## src/rtl/ram_arb_pkg.sv

```systemverilog
// Shared state encoding, port-select constants and default widths for the
// RAM access arbiter.
package ram_arb_pkg;

   localparam int DEF_ADDR_W = 6;
   localparam int DEF_DATA_W = 32;

   localparam logic PORT_A = 1'b0;
   localparam logic PORT_B = 1'b1;

   typedef enum logic [1:0] {
      IDLE     = 2'd0,
      ISSUE    = 2'd1,
      WAIT_MFC = 2'd2,
      DONE     = 2'd3
   } arb_state_t;

endpackage

```

## src/rtl/mfc_watchdog.sv

```systemverilog
// MFC timeout counter: cleared on entry to WAIT_MFC, counts cycles with MFC low,
// and flags expiry on the cycle the count would reach TIMEOUT_CYC.
module mfc_watchdog #(
   parameter int TIMEOUT_CYC = 15
) (
   input  logic i_clk,
   input  logic i_rst_n,
   input  logic i_clear,
   input  logic i_count,
   output logic o_expired
);

   localparam int                CNT_W    = $clog2(TIMEOUT_CYC + 1);
   localparam logic [CNT_W-1:0]  LAST_CNT = CNT_W'(TIMEOUT_CYC - 1);

   logic [CNT_W-1:0] r_count;

   always_ff @(posedge i_clk or negedge i_rst_n) begin
      if (!i_rst_n) begin
         r_count <= '0;
      end else if (i_clear) begin
         r_count <= '0;
      end else if (i_count) begin
         r_count <= r_count + 1'b1;
      end
   end

   // Expiry is flagged one count early so the FSM lands in DONE exactly when
   // the counter reaches TIMEOUT_CYC.
   assign o_expired = i_count && (r_count == LAST_CNT);

endmodule

```

## src/rtl/ram_access_arbiter.sv

```systemverilog
// Round-robin two-port arbiter/sequencer for a single-ported RAM with MFC handshake.
// Optional MFC timeout (Err outputs, mfc_watchdog) enabled by defining MFC_TIMEOUT_EN.
module ram_access_arbiter
   import ram_arb_pkg::*;
#(
   parameter int ADDR_W      = DEF_ADDR_W,
   parameter int DATA_W      = DEF_DATA_W,
   parameter int TIMEOUT_CYC = 15
) (
   input  logic              Clock,
   input  logic              Reset_L,
   input  logic              A_Req,
   input  logic              A_Write,
   input  logic [ADDR_W-1:0] A_Addr,
   input  logic [DATA_W-1:0] A_WData,
   output logic              A_Done,
   output logic [DATA_W-1:0] A_RData,
   output logic              A_Err,
   input  logic              B_Req,
   input  logic              B_Write,
   input  logic [ADDR_W-1:0] B_Addr,
   input  logic [DATA_W-1:0] B_WData,
   output logic              B_Done,
   output logic [DATA_W-1:0] B_RData,
   output logic              B_Err,
   output logic [ADDR_W-1:0] RAM_Address,
   output logic              RAM_Read_H_Write_L,
   output logic              RAM_Out_Enable,
   output logic [DATA_W-1:0] RAM_Data_In,
   input  logic [DATA_W-1:0] RAM_Data_Out,
   input  logic              RAM_MFC
);

   if (TIMEOUT_CYC < 1) begin : g_bad_timeout
      $error("TIMEOUT_CYC must be at least 1");
   end

   arb_state_t        r_state;
   arb_state_t        w_next_state;
   logic              w_any_req;
   logic              w_pick;
   logic              w_timeout;
   logic              r_winner;
   logic              r_last;
   logic              r_write;
   logic [ADDR_W-1:0] r_addr;
   logic [DATA_W-1:0] r_wdata;
   logic [DATA_W-1:0] r_a_rdata;
   logic [DATA_W-1:0] r_b_rdata;

`ifdef MFC_TIMEOUT_EN
   logic r_err;

   mfc_watchdog #(
      .TIMEOUT_CYC (TIMEOUT_CYC)
   ) u_watchdog (
      .i_clk     (Clock),
      .i_rst_n   (Reset_L),
      .i_clear   (r_state == ISSUE),
      .i_count   ((r_state == WAIT_MFC) && !RAM_MFC),
      .o_expired (w_timeout)
   );

   assign A_Err = A_Done && r_err;
   assign B_Err = B_Done && r_err;
`else
   assign w_timeout = 1'b0;
   assign A_Err     = 1'b0;
   assign B_Err     = 1'b0;
`endif

   assign w_any_req = A_Req | B_Req;

   // A tie goes to the port that was not granted last.
   always_comb begin
      // NOTE: assign a default before any branch so no path leaves the signal
      // unassigned; a missing default infers a latch.
      w_pick = PORT_A;
      if (A_Req && B_Req) begin
         w_pick = (r_last == PORT_A) ? PORT_B : PORT_A;
      end else if (B_Req) begin
         w_pick = PORT_B;
      end
   end

   always_comb begin
      w_next_state = r_state;
      case (r_state)
         IDLE:     if (w_any_req) w_next_state = ISSUE;
         ISSUE:    w_next_state = WAIT_MFC;
         WAIT_MFC: if (RAM_MFC || w_timeout) w_next_state = DONE;
         DONE:     w_next_state = IDLE;
         default:  w_next_state = IDLE;
      endcase
   end

   always_ff @(posedge Clock or negedge Reset_L) begin
      // NOTE: registers use non-blocking assignments so every flop samples the
      // pre-edge values regardless of statement order.
      if (!Reset_L) begin
         r_state <= IDLE;
      end else begin
         r_state <= w_next_state;
      end
   end

   always_ff @(posedge Clock or negedge Reset_L) begin
      if (!Reset_L) begin
         r_winner  <= PORT_A;
         r_last    <= PORT_B;
         r_write   <= 1'b0;
         r_addr    <= '0;
         r_wdata   <= '0;
         r_a_rdata <= '0;
         r_b_rdata <= '0;
`ifdef MFC_TIMEOUT_EN
         r_err     <= 1'b0;
`endif
      end else begin
         case (r_state)
            IDLE: begin
               if (w_any_req) begin
                  r_winner <= w_pick;
                  r_write  <= (w_pick == PORT_B) ? B_Write : A_Write;
                  r_addr   <= (w_pick == PORT_B) ? B_Addr  : A_Addr;
                  r_wdata  <= (w_pick == PORT_B) ? B_WData : A_WData;
`ifdef MFC_TIMEOUT_EN
                  r_err    <= 1'b0;
`endif
               end
            end
            WAIT_MFC: begin
               if (RAM_MFC) begin
                  if (!r_write) begin
                     if (r_winner == PORT_A) r_a_rdata <= RAM_Data_Out;
                     else                    r_b_rdata <= RAM_Data_Out;
                  end
               end
`ifdef MFC_TIMEOUT_EN
               else if (w_timeout) begin
                  r_err <= 1'b1;
                  if (r_winner == PORT_A) r_a_rdata <= '0;
                  else                    r_b_rdata <= '0;
               end
`endif
            end
            DONE:    r_last <= r_winner;
            default: ;
         endcase
      end
   end

   assign A_Done             = (r_state == DONE) && (r_winner == PORT_A);
   assign B_Done             = (r_state == DONE) && (r_winner == PORT_B);
   assign A_RData            = r_a_rdata;
   assign B_RData            = r_b_rdata;
   assign RAM_Address        = r_addr;
   assign RAM_Data_In        = r_wdata;
   assign RAM_Out_Enable     = (r_state == ISSUE) || (r_state == WAIT_MFC);
   assign RAM_Read_H_Write_L = !((r_state == WAIT_MFC) && r_write);

endmodule

```

## config.mk

```make
export PLATFORM = sky130hd
export DESIGN_NAME = ram_access_arbiter
export DESIGN_NICKNAME = d
export VERILOG_FILES = /design/src/rtl/ram_arb_pkg.sv /design/src/rtl/mfc_watchdog.sv /design/src/rtl/ram_access_arbiter.sv
export SDC_FILE = /design/constraint.sdc
export NUM_CORES = 1
export LEC_CHECK = 0
export ABC_AREA = 1
export BUFFER_PORTS_ARGS = -buffer_cell sky130_fd_sc_hd__buf_2
export CORE_MARGIN = 2
export CORE_UTILIZATION = 25
export CTS_CLUSTER_SIZE = 30
export DETAILED_ROUTE_END_ITERATION = 7
export PLACE_DENSITY = 0.45
export SLEW_MARGIN = 10
export SYNTH_ARGS = -nofsm -noshare
export SYNTH_HDL_FRONTEND = slang
export SYNTH_SLANG_ARGS = --single-unit
```

## constraint.sdc

```tcl
create_clock -name Clock -period 1.7 [get_ports Clock]
set_input_delay 0.17 -clock Clock [delete_from_list [all_inputs] [get_ports Clock]]
set_output_delay 0.17 -clock Clock [all_outputs]
set_load 0.05 [all_outputs]
```

==> results of run 1 <==
==> per-layer routing <==
metal | vias to the layer above | routed length, um | share of wire [%] | track usage (%)
li1 | 2282 | - | - | -
met1 | 1940 | 6662 | 49 | 18.14
met2 | 166 | 5896 | 43 | 20.57
met3 | 9 | 963 | 7.1 | 3.824
met4 | 0 | 135 | 0.99 | 3.350
met5 | - | 0 | 0 | 0
==> registers in the layout, indices dropped and copies added, names as in the netlist <==
register and flops:
A_RData 32, B_RData 32, r_state 2, r_winner 1, r_last 1, RAM_Data_In 32, RAM_Address 6, r_write 1
==> final cells by class <==
class / instances / area share [%]
timing repair buffer: 231 / 18.84
inverter: 118 / 6.604
clock buffer: 11 / 3.470
clock inverter: 5 / 0.6716
tap: 265 / 4.944
multi-input combinational: 355 / 25.52
sequential: 107 / 39.94
==> worst max-delay path, stage by stage, from the launching register on <==
cell and delay [ps]:
dfrtp_1 400, inv_1 80, ha_1 290, buf_2 280
==> report_power, final <==
| part | total (uW) | leakage, uW | internal (uW) | switching (uW) |
|---|---|---|---|---|
| Combinational | 8580 | 0.00253 | 2010 | 6570 |
| Clock | 2000 | 0.000132 | 1020 | 986 |
| Sequential | 4480 | 0.00133 | 3790 | 684 |
==> worst max path at each step <==
stage / depth (start not counted) / to / from
after floorplan: 3 / A_Done / r_state[1]
after global placement: 8 / A_RData[16] / r_state[0]
after detailed placement: 8 / A_RData[28] / r_state[0]
after CTS: 4 / RAM_Read_H_Write_L / r_state[0]
after global routing: 4 / A_Done / r_state[1]
final: 3 / RAM_Out_Enable / r_state[1]
==> per-stage QoR <==
step	area (um2)	util [%]	worst slack [ps]
final	6706	34.12	143.8
after global routing	6706	34.12	38.03
after CTS	6704	34.11	68.45
after detailed placement	6416	32.65	157.8
after global placement	6416	32.65	186.6
after floorplan	5045	-	312.4
==> logic make-up after synthesis <==
logic type | Yosys count
other | 1
adder cells (fa/ha/maj) | 4
flip-flops | 107
buffers and inverters | 153
AO/OA/AOI/OAI | 66
AND/OR/NAND/NOR | 283
==> placed cells by master, fill, tap and decap left out <==
cell	count
nand2_1	195
nor2_1	2
nor2_2	3
o21ai_0	4
dlygate4sd3_1	1
or2_2	1
dfrtp_1	106
o21ai_2	30
clkbuf_1	2
ha_2	1
buf_4	5
nand4_4	1
o21ai_4	1
dfstp_2	1
nand2_4	1
inv_6	1
inv_1	116
buf_12	6
buf_2	219
clkinv_4	2
clkinvlp_4	1
inv_8	1
clkbuf_16	9
conb_1	2
ha_1	3
inv_2	2
o21ai_1	31
nand3_1	80
==> repair_timing <==
item,4_1_cts,5_1_grt
hold buffers,1,0
endpoints found under the hold margin,106,0
endpoints found under the setup margin,0,1
gates resized for setup,0,1
==> flow_summary.ini, run 1 <==
[clock_tree]
cts_root_buf = clkbuf_16
clkTransAtPathRegs_ps = 80
cts_tree = yes
clk_path_buf_depth = 2
post_cts_buffers = 0
insertion_delay_ps = 350
clkSinkCount = 107
cts_buffers = 9
htreeDepth = 3

[global_routing]
grt_pass1_wl_um = 22780
grt_pass1_vias = 4371
overflow = 0
grtUsageTotal_pct = 13.22
antenna_found_initial = 0
grt_start_max_net_pins = 108

[synth]
synthCells = 614
synth_top_area_share_pct = 52.62
yosysMostFrequentCell = nand2_1
synth_top_family_by_area = simple AND/OR/NAND/NOR gates
ys.flop_type = dfrtp_1
yosysWarnings = 0
synth_xor_area_share_pct = 0
synth_top_cell_by_area = dfrtp_1
syn_area_mm2 = 0.005041
synth_area_leaders = dfrtp_1 (53%), nand2_1 (15%), inv_1 (8.6%)
synth_edf_count = 0
synthAdderAreaFrac_pct = 0.9928
synth-simple-area-share_pct = 23.75
synthMuxAreaShare_pct = 0
syn_avg_cell_area_um2 = 8.210
ys_types = 22
synth_compound_area_share_pct = 8.786
yosysSeqAreaShare_pct = 53.14
synth.top_cells.by_count = nand2_1 (195), inv_1 (116), dfrtp_1 (106)
synth_seq_cells = 107
synthArstFlopShare_pct = 100.0

[floorplan]
die_x_um = 146
core_mm2 = 0.01965
num_rows = 51
pin_count = 223
die-height_um = 146
start_util_pct = 25.65
die_area_mm2 = 0.02132

[worst_setup_path]
worstSetupEndpointType = output port
worstPathArrival_ps = 1390
reg2reg_to = A_RData[28]
start_kind = flop
r2r_cells = 8
worstPathMaxFanout = 4
reg2reg_setup_slack_ps = 200
r2r_start = r_state[0]
crit_required_ps = 1530
critical_path_class = reg -> out

[cells_and_area]
multi_input_area_mm2 = 0.001712
regArea_mm2 = 0.002679
fillers = 2164
layout-drive-gt1-share_pct = 34.46
area_growth_pct = 33.04
num_antenna_cells = 0
nets = 941
final_cells = 1092

[timing]
finalHoldViolCount = 0
worstMarginPinSlew_ps = 602.7
tns_ps = 0
period_minus_slack_ps = 1556
rsz0062_at_grt = no
relSlewSlack_pct = 59.82
maxSlewViolCount = 0
fmax_ghz = 0.6426
whs_ps = 84.71
setup_viol = 0
fin_skew_ps = 11.43
period_share_pct = 91.54

[place]
placed_cells = 1075
io_buffers = 220
dpl.hpwl_um = 9546
place.gp.congestion = 0.7295

[detailed_routing]
drt_wl_total_um = 13660
first_pass_iters = 4
routed_via_density = 4.027
route.detailed.drc = 0
wire_per_inst_um = 12.51
num_vias = 4397
antenna_left = 0
drtIter0Drc = 172

[power]
p_leak_uw = 0.003987
powerDensity_mw_per_mm2 = 2246
ir_drop_mv = 0.7935
p_total_uw = 15060

[worst_hold_path]
whs_endpoint = A_RData[9]
worstHoldStart = RAM_Data_Out[9]
hold_path.class = in -> reg
min_path_cells = 3

[flow_run]
max_cap_viol_count = 0

[outcome]
status = complete, no violations
No activity file was read; power rests on OpenSTA's default activity.
==> run 2: changes to the inputs <==
Settings changed: PLACE_DENSITY 0.45 to 0.5.
==> run 2 against run 1 <==
Sequential share of layout area down 0.74 points. Core utilization up 0.64 points. Worst setup slack worse by 44 ps. Die area unchanged. Non-clock buffer count up 5. First-iteration DRC count up 7.0%. Maximum frequency down 2.8%. Global-route usage up 0.30 points. Via count up 1.5%. Critical path type unchanged. Final cell count up 0.55%. Combinational power up 0.8%.
==> flow_summary.ini, run 2 (same netlist as run 1, synthesis figures left out) <==
[outcome]
status = complete, no violations

[cells_and_area]
layout-drive-gt1-share_pct = 34.98
fin_util_pct = 34.77
nets = 946
final_area_mm2 = 0.006833
fillers = 2152
final_cell_mix = buf_2 (218), nand2_1 (195), inv_1 (116), dfrtp_1 (106), nand3_1 (80)
layout_commonest_cell = buf_2
area_growth_pct = 35.54
regArea_mm2 = 0.002679
multi_input_area_mm2 = 0.001714
final_cells = 1098

[worst_setup_path]
crit_buf_inv = 2
cpMaxStageDelayCell = dfrtp_1
worstPathMaxFanout = 4
start_kind = flop
worstSetupEndpointType = output port
cpPeakStageDelay_ps = 400
critical_path_class = reg -> out
worstPathCellList = inv_1, ha_1, buf_2
critPathTopFamily = flip-flops
crit_required_ps = 1530
r2r_cells = 8
worstPathArrival_ps = 1430
crit_cells = 3

[place]
dpl-instance-area_mm2 = 0.006484
placed_cells = 1080
dpl.hpwl_um = 10170
place.gp.congestion = 0.7891
io_buffers = 220

[global_routing]
grt_start_max_net_pins = 65
antenna_found_initial = 2
grt_pass1_vias = 4509
grt_pass1_wl_um = 23170
overflow = 0
grtUsageTotal_pct = 13.52

[detailed_routing]
antenna_left = 0
drt_wl_total_um = 13760
drtIter0Drc = 184
routed_via_density = 4.063
first_pass_iters = 4
num_vias = 4461
wire_per_inst_um = 12.53
route.detailed.drc = 0

[clock_tree]
htreeDepth = 3
insertion_delay_ps = 360
clkSinkCount = 107
clk_path_buf_depth = 2
cts_root_buf = clkbuf_16
cts_tree = yes
clkTransAtPathRegs_ps = 80
post_cts_buffers = 0
cts_buffers = 9

[floorplan]
die_area_mm2 = 0.02132
die-height_um = 146
start_util_pct = 25.65
core_mm2 = 0.01965
die_x_um = 146
pin_count = 223
num_rows = 51

[flow_run]
max_cap_viol_count = 0

[timing]
setup_viol = 0
finalHoldViolCount = 0
tns_ps = 0
whs_ps = 65.01
rsz0062_at_grt = no
fin_skew_ps = 10.90
period_minus_slack_ps = 1600
maxSlewViolCount = 0
fmax_ghz = 0.6248
period_share_pct = 94.14

[power]
ir_drop_mv = 0.6443
powerDensity_mw_per_mm2 = 2267
p_leak_uw = 0.004051

[worst_hold_path]
min_path_cells = 3
hold_path.class = in -> reg
## run 2: cell type report
cell class                 count  area share [%]
antenna                        1         0.03662
clock buffer                   9           3.296
clock inverter                 7           1.538
inverter                     118           6.482
multi-input combinational    355           25.09
sequential                   107           39.21
tap                          265           4.853
timing repair buffer         236           19.50
## run 2: layer usage
layer  GRT usage, %  part of all wire (%)  vias up
met5              0                 0.094        -
met4          4.563                   1.5        2
met3          3.918                   6.4       16
met2          21.96                    46      131
met1          17.31                    46     2023
li1               -                     -     2289
## run 2: power breakdown
group,internal (uW),switching (uW),leakage [uW],total [uW]
Sequential,3800,692,0.00133,4490
Combinational,2080,6570,0.00256,8650
Clock,1320,1030,0.000159,2350
## run 2: per-stage QoR
stage / power (uW) / worst slack [ps]
floorplan: 11000 / 312.4
finish: 15490 / 99.55
CTS: 15700 / 49.20
detailed placement: 13270 / 209.8
global placement: 13230 / 242.9
global route: 16470 / 4.359
## run 2: repair_timing
item	in CTS	in global routing
gates resized for setup	1	1
hold buffers	1	0
setup endpoints to repair	1	1
hold endpoints to repair	106	0
## run 2: worst paths after layout
| check | from | to | slack, ps |
|---|---|---|---|
| min in group asynchronous | Reset_L | RAM_Data_In[13] | 340 |
| max in group asynchronous | Reset_L | B_RData[1] | 1040 |
| worst min-delay path | RAM_Data_Out[0] | A_RData[0] | 70 |
| worst min register to register | r_last | r_last | 470 |
| worst max-delay path | r_state[1] | RAM_Out_Enable | 100 |
| worst max register to register | r_state[0] | A_RData[23] | 230 |
## run 2: worst reg2reg max path: cells and delay by family, from the launching register on
family / cells / cell delay (ps)
AO/OA/AOI/OAI: 1 / 50
flip-flops: 1 / 400
adder cells (fa/ha/maj): 1 / 190
AND/OR/NAND/NOR: 3 / 350
buffers and inverters: 3 / 380
==> run 3: changes to the inputs <==
Settings changed: SETUP_SLACK_MARGIN from default to 0.15.
==> run 3 against run 2 <==
Final cell count stayed put. Maximum frequency up 5.1%. Critical path depth did not move. Sequential share of layout area decreased by 0.22 points. Die area unchanged. Highest routed layer unchanged. Sequential power about the same. Register-to-register slack gained 50 ps. Largest power group unchanged. Via count about the same. Global-route usage is essentially flat. Largest cell class unchanged.
==> flow_summary.ini, run 3 (same netlist as run 1, synthesis figures left out) <==
[clock_tree]
clk_path_buf_depth = 2
insertion_delay_ps = 360
post_cts_buffers = 0
cts_tree = yes
cts_buffers = 9
htreeDepth = 3
clkSinkCount = 107
clkTransAtPathRegs_ps = 80
cts_root_buf = clkbuf_16

[detailed_routing]
routed_via_density = 4.064
first_pass_iters = 4
wire_per_inst_um = 12.54
antenna_left = 0
drtIter0Drc = 188
drt_wl_total_um = 13770
num_vias = 4462
route.detailed.drc = 0

[worst_hold_path]
whs_endpoint = A_RData[0]
hold_path.class = in -> reg
worstHoldStart = RAM_Data_Out[0]
min_path_cells = 3

[worst_setup_path]
r2r_cells = 7
worstPathMaxFanout = 4
reg2reg_setup_slack_ps = 280
worstSetupEndpointType = output port
r2r_start = r_state[1]
critical_path_class = reg -> out
worstPathCellList = inv_1, ha_2, buf_8
worstPathArrival_ps = 1350
crit_required_ps = 1530
start_kind = flop
cpMaxStageDelayCell = dfrtp_2
cpPeakStageDelay_ps = 410
reg2reg_to = RAM_Data_In[24]

[global_routing]
overflow = 0
grt_pass1_wl_um = 23180
antenna_found_initial = 2
busiest_layer = met2
grt_start_max_net_pins = 65
met1_usage_pct = 17.33
grtUsageTotal_pct = 13.53
met3_usage_pct = 3.918
use_met2_pct = 21.96
grt_pass1_vias = 4502

[timing]
fin_skew_ps = 10.91
finalHoldViolCount = 0
tns_ps = 0
maxSlewViolCount = 0
fmax_ghz = 0.6565
rsz0062_at_grt = yes
period_share_pct = 89.60
setup_slack_ps = 176.8
setup_viol = 0
period_minus_slack_ps = 1523

[floorplan]
die_area_mm2 = 0.02132
core_mm2 = 0.01965
die_x_um = 146
start_util_pct = 25.65
pin_count = 223
num_rows = 51
die-height_um = 146

[power]
p_leak_uw = 0.004055
powerDensity_mw_per_mm2 = 2270
ir_drop_mv = 0.6472

[cells_and_area]
area_growth_pct = 36.39
layout_commonest_cell = buf_2
final_cell_mix = buf_2 (215), nand2_1 (195), inv_1 (115), dfrtp_1 (105), nand3_1 (80)
final_cells = 1098
layout-drive-gt1-share_pct = 35.46
nets = 946
fin_util_pct = 34.98

[place]
place_ws_ps = 209.8
placed_cells = 1080
place.gp.congestion = 0.7891
dpl.hpwl_um = 10170
io_buffers = 220

[outcome]
status = complete, no violations

[flow_run]
max_cap_viol_count = 0
[run 3: cell counts in the layout (fill, tap and decap cells not counted)]
Identical to the previous run, type by type.
[run 3: worst max path at each step]
stage,from,endpoint
finish,r_state[1],RAM_Out_Enable
global route,r_state[0],RAM_Read_H_Write_L
CTS,r_state[0],RAM_Read_H_Write_L
detailed placement,r_state[0],A_RData[24]
global placement,r_state[0],A_RData[26]
floorplan,r_state[1],A_Done
[run 3: stage by stage]
step	hold slack [ps]	total power [uW]	area, um2
detailed placement	188.2	13270	6484
global route	52.21	16610	6875
floorplan	-125.6	11000	5045
finish	65.17	15610	6875
CTS	46.92	15760	6845
global placement	187.5	13230	6484
[run 3: worst max-delay path: cells and delay by family, from the launching register on]
kind / cells / cell delay (ps)
buffers and inverters: 2 / 230
adder cells (fa/ha/maj): 1 / 360
flip-flops: 1 / 410
[run 3: area by class of cell]
| type | count | area, um2 |
|---|---|---|
| Inverter | 118 | 442.9 |
| Tap cell | 265 | 331.6 |
| Clock inverter | 7 | 105.1 |
| Clock buffer | 9 | 225.2 |
| Timing Repair Buffer | 236 | 1359 |
| Multi-Input combinational cell | 355 | 1729 |
| Fill cell | 2147 | 12780 |
| Sequential cell | 107 | 2680 |
| Antenna cell | 1 | 2.502 |
[run 3: what timing repair did]
item	in CTS	in global routing
pin swaps	0	2
endpoints found under the setup margin	3	37
hold buffers	1	0
gates cloned	0	0
endpoints found under the hold margin	106	0
gates resized for setup	8	8
[run 3: power breakdown]
part / total [uW] / internal, uW / leakage (uW) / switching [uW]
clock: 2350 / 1320 / 0.000159 / 1030
combinational: 8770 / 2180 / 0.00257 / 6590
sequential: 4500 / 3800 / 0.00133 / 699
total: 15600 / 7290 / 0.00405 / 8320
[run 3: metal layers]
| metal | vias to the layer above | wire length [um] |
|---|---|---|
| met5 | - | 13 |
| met4 | 2 | 177 |
| met3 | 14 | 876 |
| met2 | 129 | 6427 |
| met1 | 2029 | 6278 |
| li1 | 2288 | - |
